--- src/rtl/instr_fetch_queue.sv ---
// Purpose: MIPS fetch stage; owns the fetch PC, issues word reads and queues returned words for decode.
// Latency: gnt in cycle N -> rvalid earliest N+1 -> instr_valid_o earliest N+2 (no bypass).
// Backpressure: decode stalls via instr_ready_i; requests stop when queued+in-flight words reach DEPTH.
//
// Ports:
//   clk_i, rst_i                        clock, synchronous active-high reset
//   redirect_i, redirect_pc_i           PC change request (flushes queue, drops in-flight reads)
//   imem_req_o, imem_addr_o, imem_gnt_i instruction memory request channel
//   imem_rvalid_i, imem_rdata_i         in-order read responses, never stalled
//   instr_valid_o, instr_o, instr_pc_o  head instruction presented to decode
//   pc_plus4_o                          instr_pc_o + 4 (branch target / link base)
//   instr_ready_i                       decode consumes head when valid && ready
module instr_fetch_queue #(
  parameter logic [31:0] RESET_PC = 32'h0000_0000,
  parameter int unsigned DEPTH    = 4
) (
  input  logic        clk_i,
  input  logic        rst_i,
  input  logic        redirect_i,
  input  logic [31:0] redirect_pc_i,
  output logic        imem_req_o,
  output logic [31:0] imem_addr_o,
  input  logic        imem_gnt_i,
  input  logic        imem_rvalid_i,
  input  logic [31:0] imem_rdata_i,
  output logic        instr_valid_o,
  output logic [31:0] instr_o,
  output logic [31:0] instr_pc_o,
  output logic [31:0] pc_plus4_o,
  input  logic        instr_ready_i
);

  localparam int unsigned AW = $clog2(DEPTH);
  localparam int unsigned CW = AW + 1;

  typedef enum logic {RUN = 1'b0, FLUSH = 1'b1} state_e;

  state_e        state_q, state_d;
  logic [31:0]   fetch_pc_q, fetch_pc_d;
  logic [CW-1:0] outstanding_q, outstanding_d;
  logic [CW-1:0] discard_q, discard_d;
  logic [CW-1:0] count_q;
  logic [AW-1:0] rd_ptr_q, wr_ptr_q;
  logic [AW-1:0] aq_rd_q, aq_wr_q;

  // Instruction queue (word + its address) and the address FIFO of granted reads.
  logic [31:0]   instr_mem [DEPTH];
  logic [31:0]   pc_mem    [DEPTH];
  logic [31:0]   addr_mem  [DEPTH];

  logic          grant, push, pop;
  logic [CW:0]   occupancy;
  logic          unused_pc_lsb;

  assign unused_pc_lsb = ^redirect_pc_i[1:0];

  // Credit: every granted read is guaranteed a queue slot, so rvalid never needs a stall.
  assign occupancy  = {1'b0, count_q} + {1'b0, outstanding_q};
  assign imem_req_o = !rst_i && (state_q == RUN) && (occupancy < (CW+1)'(DEPTH));
  assign imem_addr_o = fetch_pc_q;
  assign grant       = imem_req_o && imem_gnt_i;

  // Responses are dropped while stale reads are draining or when a redirect lands this cycle.
  assign push = imem_rvalid_i && (discard_q == '0) && !redirect_i;

  assign instr_valid_o = (count_q != '0);
  assign pop           = instr_valid_o && instr_ready_i && !redirect_i;
  assign instr_o       = instr_valid_o ? instr_mem[rd_ptr_q] : 32'h0;
  assign instr_pc_o    = instr_valid_o ? pc_mem[rd_ptr_q]    : 32'h0;
  assign pc_plus4_o    = instr_pc_o + 32'd4;

  always_comb begin
    state_d       = state_q;
    fetch_pc_d    = fetch_pc_q;
    discard_d     = discard_q;
    outstanding_d = outstanding_q + CW'(grant) - CW'(imem_rvalid_i);

    if (grant) begin
      fetch_pc_d = fetch_pc_q + 32'd4;
    end
    if (imem_rvalid_i && (discard_q != '0)) begin
      discard_d = discard_q - CW'(1);
    end

    // Every read still in flight after this cycle belongs to the old path, including
    // a grant taken in the redirect cycle itself.
    if (redirect_i) begin
      fetch_pc_d = {redirect_pc_i[31:2], 2'b00};
      discard_d  = outstanding_d;
    end

    case (state_q)
      RUN:     if (discard_d != '0) state_d = FLUSH;
      FLUSH:   if (discard_d == '0) state_d = RUN;
      default: state_d = RUN;
    endcase
  end

  always_ff @(posedge clk_i) begin
    if (rst_i) begin
      state_q       <= RUN;
      fetch_pc_q    <= RESET_PC;
      outstanding_q <= '0;
      discard_q     <= '0;
      count_q       <= '0;
      rd_ptr_q      <= '0;
      wr_ptr_q      <= '0;
      aq_rd_q       <= '0;
      aq_wr_q       <= '0;
    end else begin
      state_q       <= state_d;
      fetch_pc_q    <= fetch_pc_d;
      outstanding_q <= outstanding_d;
      discard_q     <= discard_d;

      // The address FIFO tracks every read, stale or not, so it is never flushed.
      if (grant)         aq_wr_q <= aq_wr_q + AW'(1);
      if (imem_rvalid_i) aq_rd_q <= aq_rd_q + AW'(1);

      if (redirect_i) begin
        count_q  <= '0;
        rd_ptr_q <= wr_ptr_q;
      end else begin
        if (push) wr_ptr_q <= wr_ptr_q + AW'(1);
        if (pop)  rd_ptr_q <= rd_ptr_q + AW'(1);
        count_q <= count_q + CW'(push) - CW'(pop);
      end
    end
  end

  always_ff @(posedge clk_i) begin
    if (grant) begin
      addr_mem[aq_wr_q] <= fetch_pc_q;
    end
    if (push) begin
      instr_mem[wr_ptr_q] <= imem_rdata_i;
      pc_mem[wr_ptr_q]    <= addr_mem[aq_rd_q];
    end
  end

endmodule

--- config.mk ---
export PLATFORM = sky130hd
export DESIGN_NAME = instr_fetch_queue
export DESIGN_NICKNAME = d
export VERILOG_FILES = /design/src/rtl/instr_fetch_queue.sv
export SDC_FILE = /design/constraint.sdc
export NUM_CORES = 1
export LEC_CHECK = 0
export ABC_AREA = 1
export CELL_PAD_IN_SITES_DETAIL_PLACEMENT = 0
export CELL_PAD_IN_SITES_GLOBAL_PLACEMENT = 1
export CORE_MARGIN = 1.5
export CORE_UTILIZATION = 41
export DETAILED_ROUTE_END_ITERATION = 8
export GPL_ROUTABILITY_DRIVEN = 0
export PLACE_DENSITY_LB_ADDON = 0.08
export SYNTH_ARGS = -nofsm -noshare
export SYNTH_HDL_FRONTEND = slang
export SYNTH_SLANG_ARGS = --single-unit
--- constraint.sdc ---
create_clock -name clk_i -period 13.08 [get_ports clk_i]
set_input_delay 2.616 -clock clk_i [delete_from_list [all_inputs] [get_ports clk_i]]
set_output_delay 2.616 -clock clk_i [all_outputs]
set_load 0.02 [all_outputs]
==> impl_summary.log <==
[metrics] vertical extent of the die: 216 um
[metrics] crit end category: primary output
[metrics] clock latency on the worst-skew pair: between 0.5 and 0.6 ns
[metrics] top fanout value on the critical path: 64
[metrics] num ports: 200
[metrics] final worst-path cycle share: 0.533
[metrics] buffer and inverter count on the worst path: 4
[metrics] DRT Wirelength: 47.2 mm
[metrics] Relative slew margins: 0.200
[metrics] type of the worst setup path: reg2out
[metrics] total negative slack: 0 ns
[metrics] count of antenna diodes in the layout: 0
[metrics] area leader, netlist: sky130_fd_sc_hd__edfxtp_1
[metrics] maximum capacitance violations: 0
[metrics] slack of the critical path: 6.11 ns
[metrics] Vias per Instance: around 5
[metrics] number of enable flip-flop cells after synthesis: 368
[metrics] die width: 216 um
[metrics] clock input transition at the sequential cells of the worst setup and hold paths: 0.06 ns
[metrics] share of cells above drive strength 1: 0.0687
[metrics] cell repeated most along the worst path: sky130_fd_sc_hd__buf_4
[metrics] biggest area contributors in the synthesized netlist: sky130_fd_sc_hd__edfxtp_1 60%, sky130_fd_sc_hd__nand2_1 7.9%, sky130_fd_sc_hd__nor2_1 6.3%, sky130_fd_sc_hd__dfxtp_1 5.6%, sky130_fd_sc_hd__o21ai_0 4.2%
[metrics] TritonCTS clock tree: yes
[metrics] Peak VDD IR: 0.0929 mV
[metrics] power per standard cell area: 147 nW/um2
[metrics] sequential cell area fraction in the yosys report: 0.652
[metrics] via count of the first global-routing pass: 12.3k
[metrics] CTS-repair resized insts: 0
[metrics] antenna-violating nets left: 0
[metrics] commonest non-fill, non-tap cell in the layout: sky130_fd_sc_hd__nand2_1
[metrics] count of yosys warnings during synthesis: 0
[metrics] fill count: around 4.0k
[metrics] final-layout worst hold slack: 0.451 ns
[metrics] number of setup buffers added after CTS: 0
[metrics] FF+latch count, synth: 420
[metrics] H-tree Lvls: 2
[metrics] leakage power figure: 8.00 nW
[metrics] pre-CTS setup slack: about 6.2 ns
[metrics] sum of net half-perimeters after detailed placement: approximately 30 mm
[metrics] Iteration-0 DRC Markers: about 920
[metrics] total area of sequential cells: 12100 um2
[metrics] Hold/Removal Path Class: reg2reg
[metrics] DRT Pass-1 Iters: 6
[metrics] Area growth syn-to-layout: 21.1%
[metrics] cell count after synthesis: roughly 1.8k
[metrics] kind of cell with the highest combined delay on the critical path: buffers and inverters
[metrics] outcome: finished, final reports clean
[metrics] type of element launching the critical path: flop
[metrics] RSZ-0062 raised after global routing: false
[metrics] transition time at the pin with the least slew margin: 1.20 ns
[metrics] first-pass GRT wire length: 72.6 mm
[metrics] count of endpoints failing setup in the final report: 0
[metrics] largest net degree at the start of global routing: 114
[metrics] distinct cell type count after synthesis: 37
[metrics] clock skew after layout: 0.0202 ns
[metrics] biggest cell delay along the critical path: approximately 0.66 ns
[metrics] initial core utilization: 0.417
[metrics] maximum clock frequency: 0.143 GHz
[metrics] floorplan die area: 46500 um2
[metrics] num rows: 77
[metrics] area share of the largest cell type after synthesis: 0.596
[metrics] number of antenna violations at the first check in global routing: 0
[metrics] most used flip-flop cell after synthesis: sky130_fd_sc_hd__edfxtp_1
[metrics] number of buffers inserted during clock tree synthesis: 44
[metrics] root buffer selected by CTS: sky130_fd_sc_hd__clkbuf_16
[metrics] DRC Markers: 0
[metrics] multi-input logic area: 5590 um2
[metrics] NumNets Final: between 2k and 2.5k
[metrics] non-filler instance count after layout: 2616
[metrics] GRT overflow: 0
[metrics] number of pins exceeding their max-slew limit in the final report: 0
[metrics] fraction of synthesis flops using an asynchronous set or reset pin: 0
[metrics] total global-route track usage: 0.203
[metrics] commonest non-fill, non-tap cells in the layout: 389 x sky130_fd_sc_hd__nand2_1, 368 x sky130_fd_sc_hd__edfxtp_1, 303 x sky130_fd_sc_hd__nor2_1
[metrics] library cell contributing the largest single delay on the critical path: sky130_fd_sc_hd__buf_4
[metrics] syn avg cell area: 10.2 um2
[metrics] DR vias: 12.9k
[metrics] placed cell area: ~21000 um2
[metrics] required arrival time at the worst endpoint: 10.46 ns
[metrics] final-report hold violation count: 0
[metrics] number of buffers between clock root and the deepest sink: 3
[metrics] average detailed-routed wire length per instance: 18.1 um
[metrics] final worst path period need: 6.97 ns
[metrics] arrival time at the worst endpoint: 4.35 ns
[metrics] Sink Count: 420
[metrics] final instance area: 22400 um2
[metrics] Core Area: about 44000 um2
[metrics] number of cells after detailed placement: 2534
[metrics] sequence of cells on the critical path: buf_4 > inv_2 > buf_4 > nand3_1 > a21oi_1 > ha_1 > nand3_2 > nor2_4 > nand2_1 > xor2_1 > clkdlybuf4s50_1
[metrics] I/O Buffers: 191
[metrics] hold-fix buffer count after cts: 0
[metrics] post-synthesis instance area: between 15000 and 20000 um2
[report_power, final]
group	internal (W)	switching [W]
registers	0.00154	0.0000392
clock network	0.000782	0.000505
logic	0.000141	0.000286
total	0.00247	0.000830
[cells by family (layout without fill, tap and decap cells)]
logic type	count (synthesis)	after routing	share of synthesized area
AND/OR/NAND/NOR	860	860	0.191
flip-flops	420	420	0.652
AO/OA/AOI/OAI	272	272	0.0770
buffers and inverters	209	413	0.0490
XOR/XNOR	33	33	0.0156
adder cells (fa/ha/maj)	20	20	0.0143
other	1	6	0.000202
[synth_stat cells, drive strengths merged, types with 11 or more instances]
cell and count:
nand2 393, edfxtp 368, nor2 340, o21ai 162
inv 121, nand3 103, a21oi 65, buf 56
dfxtp 52, clkbuf 32, o22ai 30, xor2 25
ha 18, nand4 11
[registers in the layout, summed over array words and instances (netlist names), 3 cells and up, named ones only]
register	count
outstanding_q	3
count_q	3
imem_addr_o	30
instr_mem	128
discard_q	3
addr_mem	120
pc_mem	120
[metal layers]
metal | part of all wire | track usage | wire length (um) | vias up
met5 | 0 | 0 | 0 | -
met1 | 0.48 | 0.292 | 22600 | 6114
met2 | 0.46 | 0.322 | 21700 | 300
met4 | 0.015 | 0.0438 | 730 | 0
li1 | - | - | - | 6477
met3 | 0.048 | 0.0382 | 2270 | 47
[per-stage QoR]
stage | util | total power, W
after floorplan | - | 0.00187
after global placement | 0.471 | 0.00204
after detailed placement | 0.471 | 0.00204
after CTS | 0.505 | 0.00333
after global routing | 0.505 | 0.00343
final | 0.505 | 0.00330
[path summary, 6_finish.rpt]
check / cells past startpoint / slack (ns) / endpoint / from
max: 11 / 6.11 / pc_plus4_o[16] / flop
min: 1 / 0.45 / flop / aq_rd_q[1]
max reg2reg: 11 / 9.92 / imem_addr_o[31] / count_q[1]
min reg2reg: 1 / 0.45 / flop / aq_rd_q[1]
[layout make-up]
class,count,area share
sequential,420,0.539
clock buffer,54,0.0526
clock inverter,28,0.0145
tap,592,0.0330
inverter,121,0.0203
multi-input combinational,1191,0.249
timing repair buffer,210,0.0915
Note: power is estimated with default switching activity, not from simulation.
